<file path="config.mk">
export PLATFORM = sky130hd
export DESIGN_NAME = gate_sensor_interface
export DESIGN_NICKNAME = d
export VERILOG_FILES = /design/src/rtl/gate_sensor_interface.sv
export SDC_FILE = /design/constraint.sdc
export NUM_CORES = 1
export LEC_CHECK = 0
export CORE_ASPECT_RATIO = 1.1
export CORE_MARGIN = 5
export CORE_UTILIZATION = 40
export DETAILED_ROUTE_END_ITERATION = 16
export GPL_ROUTABILITY_DRIVEN = 1
export HOLD_SLACK_MARGIN = 0.02
export PLACE_DENSITY = 0.53
export SLEW_MARGIN = 0
export SYNTH_ARGS = -nofsm -noshare
export SYNTH_HDL_FRONTEND = slang
export SYNTH_HIERARCHICAL = 1
export SYNTH_SLANG_ARGS = --single-unit
</file>
<file path="constraint.sdc">
create_clock -name clk -period 2.25 [get_ports clk]
set_input_delay 0.3375 -clock clk [delete_from_list [all_inputs] [get_ports clk]]
set_output_delay 0.3375 -clock clk [all_outputs]
set_load 0.01 [all_outputs]
</file>
<file path="src/rtl/gate_sensor_interface.sv">
// Two-lane beam-sensor front end: synchronise and debounce raw beams, then
// sequence-check each lane and pulse once per completed legal passage.
package gate_sensor_pkg;
    typedef enum logic [2:0] {
        ST_IDLE,
        ST_A_ON,
        ST_BOTH,
        ST_B_ONLY,
        ST_REVERSE,
        ST_FAULT
    } lane_state_t;
endpackage

// 2-flop synchroniser followed by a saturating-free debounce counter.
module gate_sensor_filter #(
    parameter int DEBOUNCE_CYCLES = 4
) (
    input  logic clk,
    input  logic reset_n,
    input  logic raw,
    output logic level
);
    // The update fires on the cycle the counter would reach DEBOUNCE_CYCLES.
    localparam logic [7:0] DB_LAST = 8'(DEBOUNCE_CYCLES - 1);

    logic       sync1;
    logic       sync2;
    logic [7:0] cnt;

    always_ff @(posedge clk or negedge reset_n) begin
        if (!reset_n) begin
            sync1 <= 1'b0;
            sync2 <= 1'b0;
            cnt   <= 8'd0;
            level <= 1'b0;
        end else begin
            sync1 <= raw;
            sync2 <= sync1;
            if (sync2 == level) begin
                cnt <= 8'd0;
            end else if (cnt == DB_LAST) begin
                level <= sync2;
                cnt   <= 8'd0;
            end else begin
                cnt <= cnt + 8'd1;
            end
        end
    end
endmodule

// One lane: conditioning for both beams plus the passage sequence FSM.
module gate_sensor_lane
    import gate_sensor_pkg::*;
#(
    parameter int DEBOUNCE_CYCLES = 4,
    parameter int TIMEOUT_CYCLES  = 1000
) (
    input  logic        clk,
    input  logic        reset_n,
    input  logic        a_raw,
    input  logic        b_raw,
    output logic        passed,
    output logic        fault,
    output lane_state_t state
);
    localparam logic [15:0] TO_LAST = 16'(TIMEOUT_CYCLES - 1);

    logic        a;
    logic        b;
    logic [15:0] tcnt;
    logic        timed;
    logic        timed_out;
    lane_state_t next_state;

    gate_sensor_filter #(.DEBOUNCE_CYCLES(DEBOUNCE_CYCLES)) u_filt_a (
        .clk(clk), .reset_n(reset_n), .raw(a_raw), .level(a)
    );
    gate_sensor_filter #(.DEBOUNCE_CYCLES(DEBOUNCE_CYCLES)) u_filt_b (
        .clk(clk), .reset_n(reset_n), .raw(b_raw), .level(b)
    );

    always_comb begin
        next_state = state;
        case (state)
            ST_IDLE: begin
                if (b)      next_state = ST_REVERSE;
                else if (a) next_state = ST_A_ON;
            end
            ST_A_ON: begin
                if (a && b)      next_state = ST_BOTH;
                else if (b)      next_state = ST_B_ONLY;
                else if (!a)     next_state = ST_IDLE;
            end
            ST_BOTH: begin
                if (!a && b)      next_state = ST_B_ONLY;
                else if (a && !b) next_state = ST_A_ON;
                else if (!a)      next_state = ST_IDLE;
            end
            ST_B_ONLY: begin
                if (!a && !b)    next_state = ST_IDLE;
                else if (a && b) next_state = ST_BOTH;
                else if (a)      next_state = ST_A_ON;
            end
            ST_REVERSE, ST_FAULT: begin
                if (!a && !b) next_state = ST_IDLE;
            end
            default: next_state = ST_IDLE;
        endcase
    end

    // A pending state change always beats the timeout on the same cycle.
    assign timed     = (state == ST_A_ON) || (state == ST_BOTH) ||
                       (state == ST_B_ONLY) || (state == ST_REVERSE);
    assign timed_out = timed && (next_state == state) && (tcnt == TO_LAST);

    always_ff @(posedge clk or negedge reset_n) begin
        if (!reset_n) begin
            state  <= ST_IDLE;
            tcnt   <= 16'd0;
            passed <= 1'b0;
        end else begin
            passed <= (state == ST_B_ONLY) && (next_state == ST_IDLE);
            if (timed_out) begin
                state <= ST_FAULT;
                tcnt  <= 16'd0;
            end else if (next_state != state) begin
                state <= next_state;
                tcnt  <= 16'd0;
            end else if (timed) begin
                tcnt <= tcnt + 16'd1;
            end else begin
                tcnt <= 16'd0;
            end
        end
    end

    // Fault drops as soon as both filtered beams read clear, i.e. in the
    // same cycle the FSM decides to return to IDLE.
    assign fault = (state == ST_FAULT) && (a || b);
endmodule

module gate_sensor_interface
    import gate_sensor_pkg::*;
#(
    parameter int DEBOUNCE_CYCLES = 4,
    parameter int TIMEOUT_CYCLES  = 1000
) (
    input  logic clk,
    input  logic reset_n,
    input  logic entry_a_raw,
    input  logic entry_b_raw,
    input  logic exit_a_raw,
    input  logic exit_b_raw,
    output logic entry_passed,
    output logic exit_passed,
    output logic entry_busy,
    output logic exit_busy,
    output logic entry_fault,
    output logic exit_fault
);
    lane_state_t entry_state;
    lane_state_t exit_state;

    gate_sensor_lane #(
        .DEBOUNCE_CYCLES(DEBOUNCE_CYCLES),
        .TIMEOUT_CYCLES (TIMEOUT_CYCLES)
    ) u_entry (
        .clk    (clk),
        .reset_n(reset_n),
        .a_raw  (entry_a_raw),
        .b_raw  (entry_b_raw),
        .passed (entry_passed),
        .fault  (entry_fault),
        .state  (entry_state)
    );

    gate_sensor_lane #(
        .DEBOUNCE_CYCLES(DEBOUNCE_CYCLES),
        .TIMEOUT_CYCLES (TIMEOUT_CYCLES)
    ) u_exit (
        .clk    (clk),
        .reset_n(reset_n),
        .a_raw  (exit_a_raw),
        .b_raw  (exit_b_raw),
        .passed (exit_passed),
        .fault  (exit_fault),
        .state  (exit_state)
    );

    assign entry_busy = (entry_state != ST_IDLE);
    assign exit_busy  = (exit_state != ST_IDLE);
endmodule

</file>
* After elaboration in Yosys (flattened, before gate mapping) *
Cells that the tools add are included.

operators by class
  add/sub/neg operators = 6
  equal/unequal tests = 24
  mux-type cells = 40
  bitwise gates (word level) = 4
  reductions and logical operators = 42

operator list
  cell                     count
  $mux W16                 6
  $mux W3                  24
  $mux W8                  8
  $add A16 B1 Y16 const B  2
  $add A8 B1 Y8 const B    4
  $eq A16 B10 Y1 const B   2
  $eq A8 B2 Y1 const B     4
  $pmux W3 S5              2
  $logic_and A1 B1 Y1      16
  $eq A3 B2 Y1 const B     4
  $eq A3 B3 Y1 const B     4
  $logic_not A3 Y1         4
  $logic_or A1 B1 Y1       8
  $reduce_and A2 Y1        4
  $eq A3 B1 Y1 const B     2
  $eq A3 B3 Y1             2
  $ne A3 B3 Y1             2
  $reduce_bool A3 Y1       2
  $eq A1 B1 Y1             4
  $logic_not A1 Y1         4
  $not A1 Y1               4
  $reduce_bool A2 Y1       2
  $reduce_or A2 Y1         2

storage, ports and cells
  bits in registers = 84
  input port bits = 6
  logic and storage cells = 138

* Depth between registers and ports, before layout *
Gate-level depths: netlist of the first run.

  word-level depth = 9
  depth in mapped cells = 6

* Hierarchy *
The synthesis of the first run kept the hierarchy.

by module, submodules not included
  module                 instances  cells an instance  area each (sq um)
  gate_sensor_lane       2          105                1093.5
  gate_sensor_filter     4          44                 493.0
  gate_sensor_interface  1          2                  12.5

* Worst setup path before layout of the first run *
No wires, ideal clock.

  path kind = reg2reg
  start point = register u_entry.tcnt[0]
  end point = register u_entry.tcnt[10]
  setup time = 119 ps
  data arrival time = 1350 ps
  required time = 2131 ps
  slack = 781 ps
  cell stages (with the launch flop) = 7
  path buffers = 1
  period minus slack after synthesis = 1469 ps
  cells stage by stage = dfrtp_1 ha_1 nor4b_1 nand4_1 nand3_2 buf_6 nor2_2

on the way
  cells in the longest elaborated chain, start to end = 4

ends and longest elaborated chain
  element                   line  text
  start: declaration        70    logic [15:0] tcnt;
  start signal: assignment  130   tcnt <= tcnt + 16'd1;
  $add A16 B1 Y16           130
  $mux W16                  129   end else if (timed) begin
  $mux W16                  126   end else if (next_state != state) begin
  $mux W16 (*)              123   if (timed_out) begin

Mark *: on every way between the ends. The rest lies on a longest branch, timed or not.
A chain may end at the register's enable or synchronous reset.

* Worst setup path after layout of the first run *
  start point = register u_entry.u_filt_a.level
  end point = output entry_fault

on the way
  cells in the longest elaborated chain, start to end = 2

ends and longest elaborated chain
  element                   line  text
  start: declaration        21    output logic level
  start signal: assignment  42    level <= sync2;
  $logic_or A1 B1 Y1        139   assign fault = (state == ST_FAULT) && (a || b);
  $logic_and A1 B1 Y1       139
  end: declaration          158   output logic entry_fault,

Every way passes these cells.

==> results of run 1 <==
==> power by group through the flow <==
stage / Sequential [mW] / Clock, mW / Combinational, mW
after global routing: 2.11 / 1.70 / 1.32
after CTS: 2.06 / 1.64 / 1.18
after global placement: 2.08 / 0 / 1.15
final: 2.06 / 1.57 / 1.15
after detailed placement: 2.09 / 0 / 1.17
after floorplan: 2.00 / 0 / 0.935
==> worst max-delay path: cells and delay by family, from the launching register on <==
family / cells / cell delay [ns]
simple gates: 1 / 0.12
compound gates: 1 / 0.14
flops: 1 / 0.53
buf+inv: 1 / 0.54
==> cells by family (layout without fill, tap and decap cells) <==
kind of cell / after synthesis / in the layout / share of synthesized area [%]
flip-flops: 84 / 84 / 50.4
AND/OR/NAND/NOR: 184 / 184 / 27.7
AO/OA/AOI/OAI: 42 / 42 / 6.18
buffers and inverters: 18 / 46 / 1.98
adder cells (fa/ha/maj): 10 / 10 / 3.00
XOR/XNOR: 46 / 46 / 9.66
multiplexers: 4 / 4 / 1.08
==> layer usage <==
| layer | share of wire [%] | up-vias | global-route usage (%) |
|---|---|---|---|
| met2 | 48 | 23 | 21.9 |
| met5 | 0 | - | 0 |
| met1 | 49 | 1375 | 16.4 |
| li1 | - | 1413 | - |
| met4 | 1.0 | 0 | 5.56 |
| met3 | 2.4 | 4 | 3.18 |
==> registers in the layout, summed over array words and instances, names as in the netlist, 3 cells and up <==
name / flops
u_exit/u_filt_a/cnt: 8
u_entry/state: 3
u_exit/u_filt_b/cnt: 8
u_entry/tcnt: 16
u_exit/tcnt: 16
u_entry/u_filt_a/cnt: 8
u_entry/u_filt_b/cnt: 8
u_exit/state: 3
==> path summary, 6_finish.rpt <==
check                                            start                       to  slack [ns]  cells after the start
worst min register to register   u_exit/u_filt_a/sync1    u_exit/u_filt_a/sync2        0.35                      0
worst min-delay path             u_exit/u_filt_a/sync1    u_exit/u_filt_a/sync2        0.35                      0
min in group asynchronous                      reset_n  u_entry/u_filt_b/cnt[1]        0.56                      2
worst max register to register          u_exit/tcnt[0]          u_exit/tcnt[15]        0.52                      5
worst max-delay path            u_entry/u_filt_a/level              entry_fault        0.25                      3
max in group asynchronous                      reset_n          u_exit/tcnt[12]        1.09                      3
==> cells in the mapped netlist, types with 4 or more instances <==
library cell	number
sky130_fd_sc_hd__dfrtp_1	84
sky130_fd_sc_hd__nor2_1	38
sky130_fd_sc_hd__nand3_1	26
sky130_fd_sc_hd__xnor2_1	26
sky130_fd_sc_hd__nand2_1	20
sky130_fd_sc_hd__nor2_2	20
sky130_fd_sc_hd__xor2_1	20
sky130_fd_sc_hd__inv_1	16
sky130_fd_sc_hd__o21ai_0	14
sky130_fd_sc_hd__or3_1	14
sky130_fd_sc_hd__ha_1	10
sky130_fd_sc_hd__nand4_1	10
sky130_fd_sc_hd__nor3_1	10
sky130_fd_sc_hd__a21oi_1	8
sky130_fd_sc_hd__nor4_1	6
sky130_fd_sc_hd__a21o_1	4
sky130_fd_sc_hd__a21oi_2	4
sky130_fd_sc_hd__and4_1	4
sky130_fd_sc_hd__mux2_2	4
sky130_fd_sc_hd__nand2b_1	4
sky130_fd_sc_hd__nand4_2	4
sky130_fd_sc_hd__nand4_4	4
sky130_fd_sc_hd__nor4_2	4
sky130_fd_sc_hd__nor4b_2	4
sky130_fd_sc_hd__o211ai_1	4
sky130_fd_sc_hd__o21ai_1	4
==> what timing repair did <==
action	CTS	global route
resized for setup	0	0
hold endpoints to repair	10	0
hold buffers	1	0
==> final cells by class <==
| type | count | area (µm²) |
|---|---|---|
| multi-input cells | 286 | 1990 |
| clock buffers | 9 | 225 |
| fillers | 965 | 5500 |
| repair buffers | 14 | 145 |
| inverters | 16 | 60.1 |
| clock inverters | 7 | 98.8 |
| flip-flops and latches | 84 | 2100 |
| well taps | 143 | 179 |
==> metrics, run 1 <==
die area 12600 µm²; slowest library cell on the worst path sky130_fd_sc_hd__clkdlybuf4s50_1; startpoint kind of the worst setup timing path register; final weighted congestion in routability-driven placement 0.789; clock transition at the registers of the reported paths 0.06 ns; YS warnings 6; initial core utilization 40.5%; sum of internal, switching and leakage power 4.78 mW; Final min period 2.00 ns; post-route clock skew 0.00497 ns; vias post-DR 2815; instance count after placement with tap cells included 542; global-route congestion overflow total 0; Total Wirelength ~7.2 mm; Flop pwr share 43.1%; TritonCTS clock tree yes; number of levels the H-tree was split into 3; pin count of the biggest net entering global routing 45; internal cell power 3.15 mW; commonest non-fill, non-tap cell in the layout sky130_fd_sc_hd__dfrtp_1; Layout Nets 427; slew of the pin with the lowest slew margin about 0.57 ns; leak pwr just under 2 nW; Die H 117 µm; cell area after technology mapping 4170 µm²; min-delay worst type register to register; setup repair after global routing missed its margin false; type of destination of the critical path output port; Die Width roughly 110 µm; run status finished, final reports clean; half-perimeter wire length after detailed placement between 4 and 5 mm; post-place setup slack 0.495 ns; number of distinct library cell variants in the gate-level netlist after synthesis 37; count of mapped cells out of synthesis 388; CP Data Arrival Time about 1.7 ns; post-route cell area 4800 µm²; ratio of routed vias to standard cells 5.04; antenna cell count 0; Num CTS Buffers 9; critical path peak fanout 8; DRC errors left 0; vias in the first global route 2865; commonest non-fill, non-tap cells in the layout sky130_fd_sc_hd__dfrtp_1, sky130_fd_sc_hd__nor2_1, sky130_fd_sc_hd__xnor2_1, sky130_fd_sc_hd__nand3_1; clock insertion delay at the later pin of the skew report 0.33 ns; wire length per cell after detailed routing 12.8 µm; ys flop type sky130_fd_sc_hd__dfrtp_1; antenna violations before repair 0; number of violations of the max-capacitance limit 0; library cell with the largest summed area after synthesis sky130_fd_sc_hd__dfrtp_1; number of storage elements in the synthesis netlist 84; buffer type at the clock tree root sky130_fd_sc_hd__clkbuf_16; top cells by area, synth sky130_fd_sc_hd__dfrtp_1, sky130_fd_sc_hd__xnor2_1, sky130_fd_sc_hd__xor2_1; number of top-level pins 12; net count after synthesis 404; filler-free cell count of the finished design between 500 and 600; Post-Route Utilization 46.6%; total power divided by cell area 997 nW/µm²; share of flip-flops with an asynchronous set or reset 100%; delay of the slowest cell on the worst path approximately 0.54 ns; Setup Viol. Count Final 0; remaining antenna violation count 0; highest attainable clock frequency 0.501 GHz; Post-CTS Setup Inserts 0; start-to-end type of the worst setup path register to output port; PnR worst setup slack around 0.25 ns; placed inst area 4460 µm²; global-route wire length before repair 13.3 mm; count of input and output buffers 11; final hold slack 0.350 ns; series of cell instances along the critical path o21ai_1 -> nor2_1 -> clkdlybuf4s50_1; final-report hold violation count 0; max-slew violation total from the final report 0; total core area 10300 µm²; combinational group share of total power between 20% and 30%; sequential-to-total area share from yosys stat about half; setup TNS 0 ns; clock network fraction of design power 32.9%; highest ir drop seen on vdd 0.000485 V; critical path required time 1.91 ns; num rows 39; switching share of power 34.1%; GRT Util Overall 13.1%; number of synthesized flops with an enable pin 0; share of post-route cells with drive strength above 1 16.6%; area share of the largest cell type after synthesis 50.4%; total iterations of the first detailed-routing run 5; area overhead of the layout relative to synthesis 15.0%; number of DRC violations after detailed-routing iteration 0 75; per-instance average area after synthesis 10.8 µm²; maximum buffer depth of the clock tree 2; worst rel slew slack 61.9%; Net Sw Power 1.63 mW; Period Utilization, post-route approximately nine tenths; number of clock sinks 84
Power figures use the tool's default switching activity.
==> inputs of run 2 (changes only) <==
--- a/config.mk
+++ b/config.mk
@@ -7,11 +7,11 @@
 export LEC_CHECK = 0
 export CORE_ASPECT_RATIO = 1.1
 export CORE_MARGIN = 5
-export CORE_UTILIZATION = 40
+export CORE_UTILIZATION = 45
 export DETAILED_ROUTE_END_ITERATION = 16
 export GPL_ROUTABILITY_DRIVEN = 1
 export HOLD_SLACK_MARGIN = 0.02
-export PLACE_DENSITY = 0.53
+export PLACE_DENSITY = 0.58
 export SLEW_MARGIN = 0
 export SYNTH_ARGS = -nofsm -noshare
 export SYNTH_HDL_FRONTEND = slang
==> metrics, run 2 (synthesis gave the netlist of run 1 again) <==
start-to-end type of the worst setup path register to output port; commonest non-fill, non-tap cells in the layout sky130_fd_sc_hd__dfrtp_1, sky130_fd_sc_hd__nor2_1, sky130_fd_sc_hd__xnor2_1, sky130_fd_sc_hd__nand3_1, sky130_fd_sc_hd__nor2_2; critical path peak fanout 9; number of top-level pins 12; final-report hold violation count 0; Layout Nets about 430; clock insertion delay at the later pin of the skew report 0.34 ns; half-perimeter wire length after detailed placement 4.73 mm; maximum buffer depth of the clock tree 2; count of filler cells inserted in the layout 789; leading registers by flop count u_entry/tcnt: 16 flops, u_exit/tcnt: 16 flops; share of post-route cells with drive strength above 1 16.9%; type of destination of the critical path output port; area overhead of the layout relative to synthesis 11.9%; setup repair after global routing missed its margin false; vias in the first global route 2810; number of DRC violations after detailed-routing iteration 0 125; leak pwr 1.92 nW; area of combinational cells with multiple inputs just under 2000 µm²; DRC errors left 0; total power divided by cell area between 900 and 1000 nW/µm²; Post-Route Utilization roughly 52%; Net Sw Power between 1.5 and 2 mW; combinational group share of total power 26.1%; Period Utilization, post-route 94.2%; num rows 36; buffer type at the clock tree root sky130_fd_sc_hd__clkbuf_8; die area 11300 µm²; global-route wire length before repair about 13 mm; initial core utilization 46.5%; placed inst area roughly 4400 µm²; max-slew violation total from the final report 0; CP Data Arrival Time 1.78 ns; slew of the pin with the lowest slew margin around 0.44 ns; Sequential cell area 2100 µm²; highest ir drop seen on vdd 0.000533 V; Die H 111 µm; number of levels the H-tree was split into 3; Die Width 102 µm; critical path required time 1.91 ns; antenna cell count 0; Final min period ~2.1 ns; wire length per cell after detailed routing between 10 and 15 µm; Num CTS Buffers 9; Total Wirelength approximately 7 mm; number of violations of the max-capacitance limit 0; setup TNS 0 ns; switching share of power a little over a third; clock transition at the registers of the reported paths ~0.08 ns; remaining antenna violation count 0; worst rel slew slack 70.6%; vias post-DR ~2700; clock network fraction of design power 27.6%; global-route congestion overflow total 0; startpoint kind of the worst setup timing path register; highest attainable clock frequency 0.472 GHz; Flop pwr share 46.3%; post-route cell area 4670 µm²; commonest non-fill, non-tap cell in the layout sky130_fd_sc_hd__dfrtp_1; final weighted congestion in routability-driven placement ~0.76; final hold slack about 0.35 ns; post-place setup slack 0.464 ns; min-delay worst type register to register; post-route clock skew 0.00914 ns; total iterations of the first detailed-routing run 4; pin count of the biggest net entering global routing 85; total core area roughly 9000 µm²; internal cell power approximately 2.9 mW; Setup Viol. Count Final 0; antenna violations before repair 0; PnR worst setup slack 0.131 ns; GRT Util Overall 13.7%; TritonCTS clock tree yes; ratio of routed vias to standard cells 5.18; number of clock sinks 84; run status finished, final reports clean; count of input and output buffers 11
run 2: area by class of cell:
type	instances	share of cell area [%]
sequential	84	45.1
tap	114	3.06
timing repair buffer	13	2.95
clock inverter	5	1.80
multi-input combinational	286	42.6
clock buffer	11	3.24
inverter	16	1.29
run 2: layer usage:
| metal | part of all wire [%] | vias up | GRT usage, % |
|---|---|---|---|
| met2 | 46 | 25 | 21.2 |
| li1 | - | 1408 | - |
| met1 | 50 | 1304 | 18.8 |
| met4 | 0.70 | 0 | 3.99 |
| met5 | 0 | - | 0 |
| met3 | 2.9 | 4 | 3.78 |
run 2: repair_timing:
| action | 4_1_cts | 5_1_grt |
|---|---|---|
| hold buffers | 1 | 0 |
| buffers inserted | 0 | 0 |
| hold endpoints to repair | 5 | 0 |
| resized for setup | 0 | 2 |
| endpoints found under the setup margin | 0 | 1 |
run 2: path summary, 6_finish.rpt:
kind	startpoint	to	slack, ns	depth (start not counted)
max	u_entry/u_filt_b/level	entry_fault	0.13	3
min	u_exit/u_filt_a/sync1	u_exit/u_filt_a/sync2	0.35	0
max reg2reg	u_entry/tcnt[0]	u_entry/tcnt[15]	0.53	5
min reg2reg	u_exit/u_filt_a/sync1	u_exit/u_filt_a/sync2	0.35	0
max in group asynchronous	reset_n	u_entry/u_filt_a/sync1	1.35	3
min in group asynchronous	reset_n	u_entry/tcnt[7]	0.55	3
run 2: per-stage QoR:
step                      cells  total power [mW]
after floorplan             388              2.93
after global routing        529              4.76
after CTS                   529              4.48
final                       529              4.41
after global placement      512              3.23
after detailed placement    512              3.24
run 2: power groups by stage:
stage               registers (mW)  logic (mW)  clock network, mW
floorplan                     2.00       0.935                  0
global placement              2.06        1.17                  0
detailed placement            2.07        1.17                  0
CTS                           2.04        1.18               1.26
global route                  2.09        1.33               1.33
finish                        2.04        1.15               1.22
run 2: critical path, cell delays in order (launching register included):
cell,delay [ns]
sky130_fd_sc_hd__dfrtp_1,0.49
sky130_fd_sc_hd__o21ai_1,0.18
sky130_fd_sc_hd__nor2_2,0.21
sky130_fd_sc_hd__clkdlybuf4s50_1,0.57
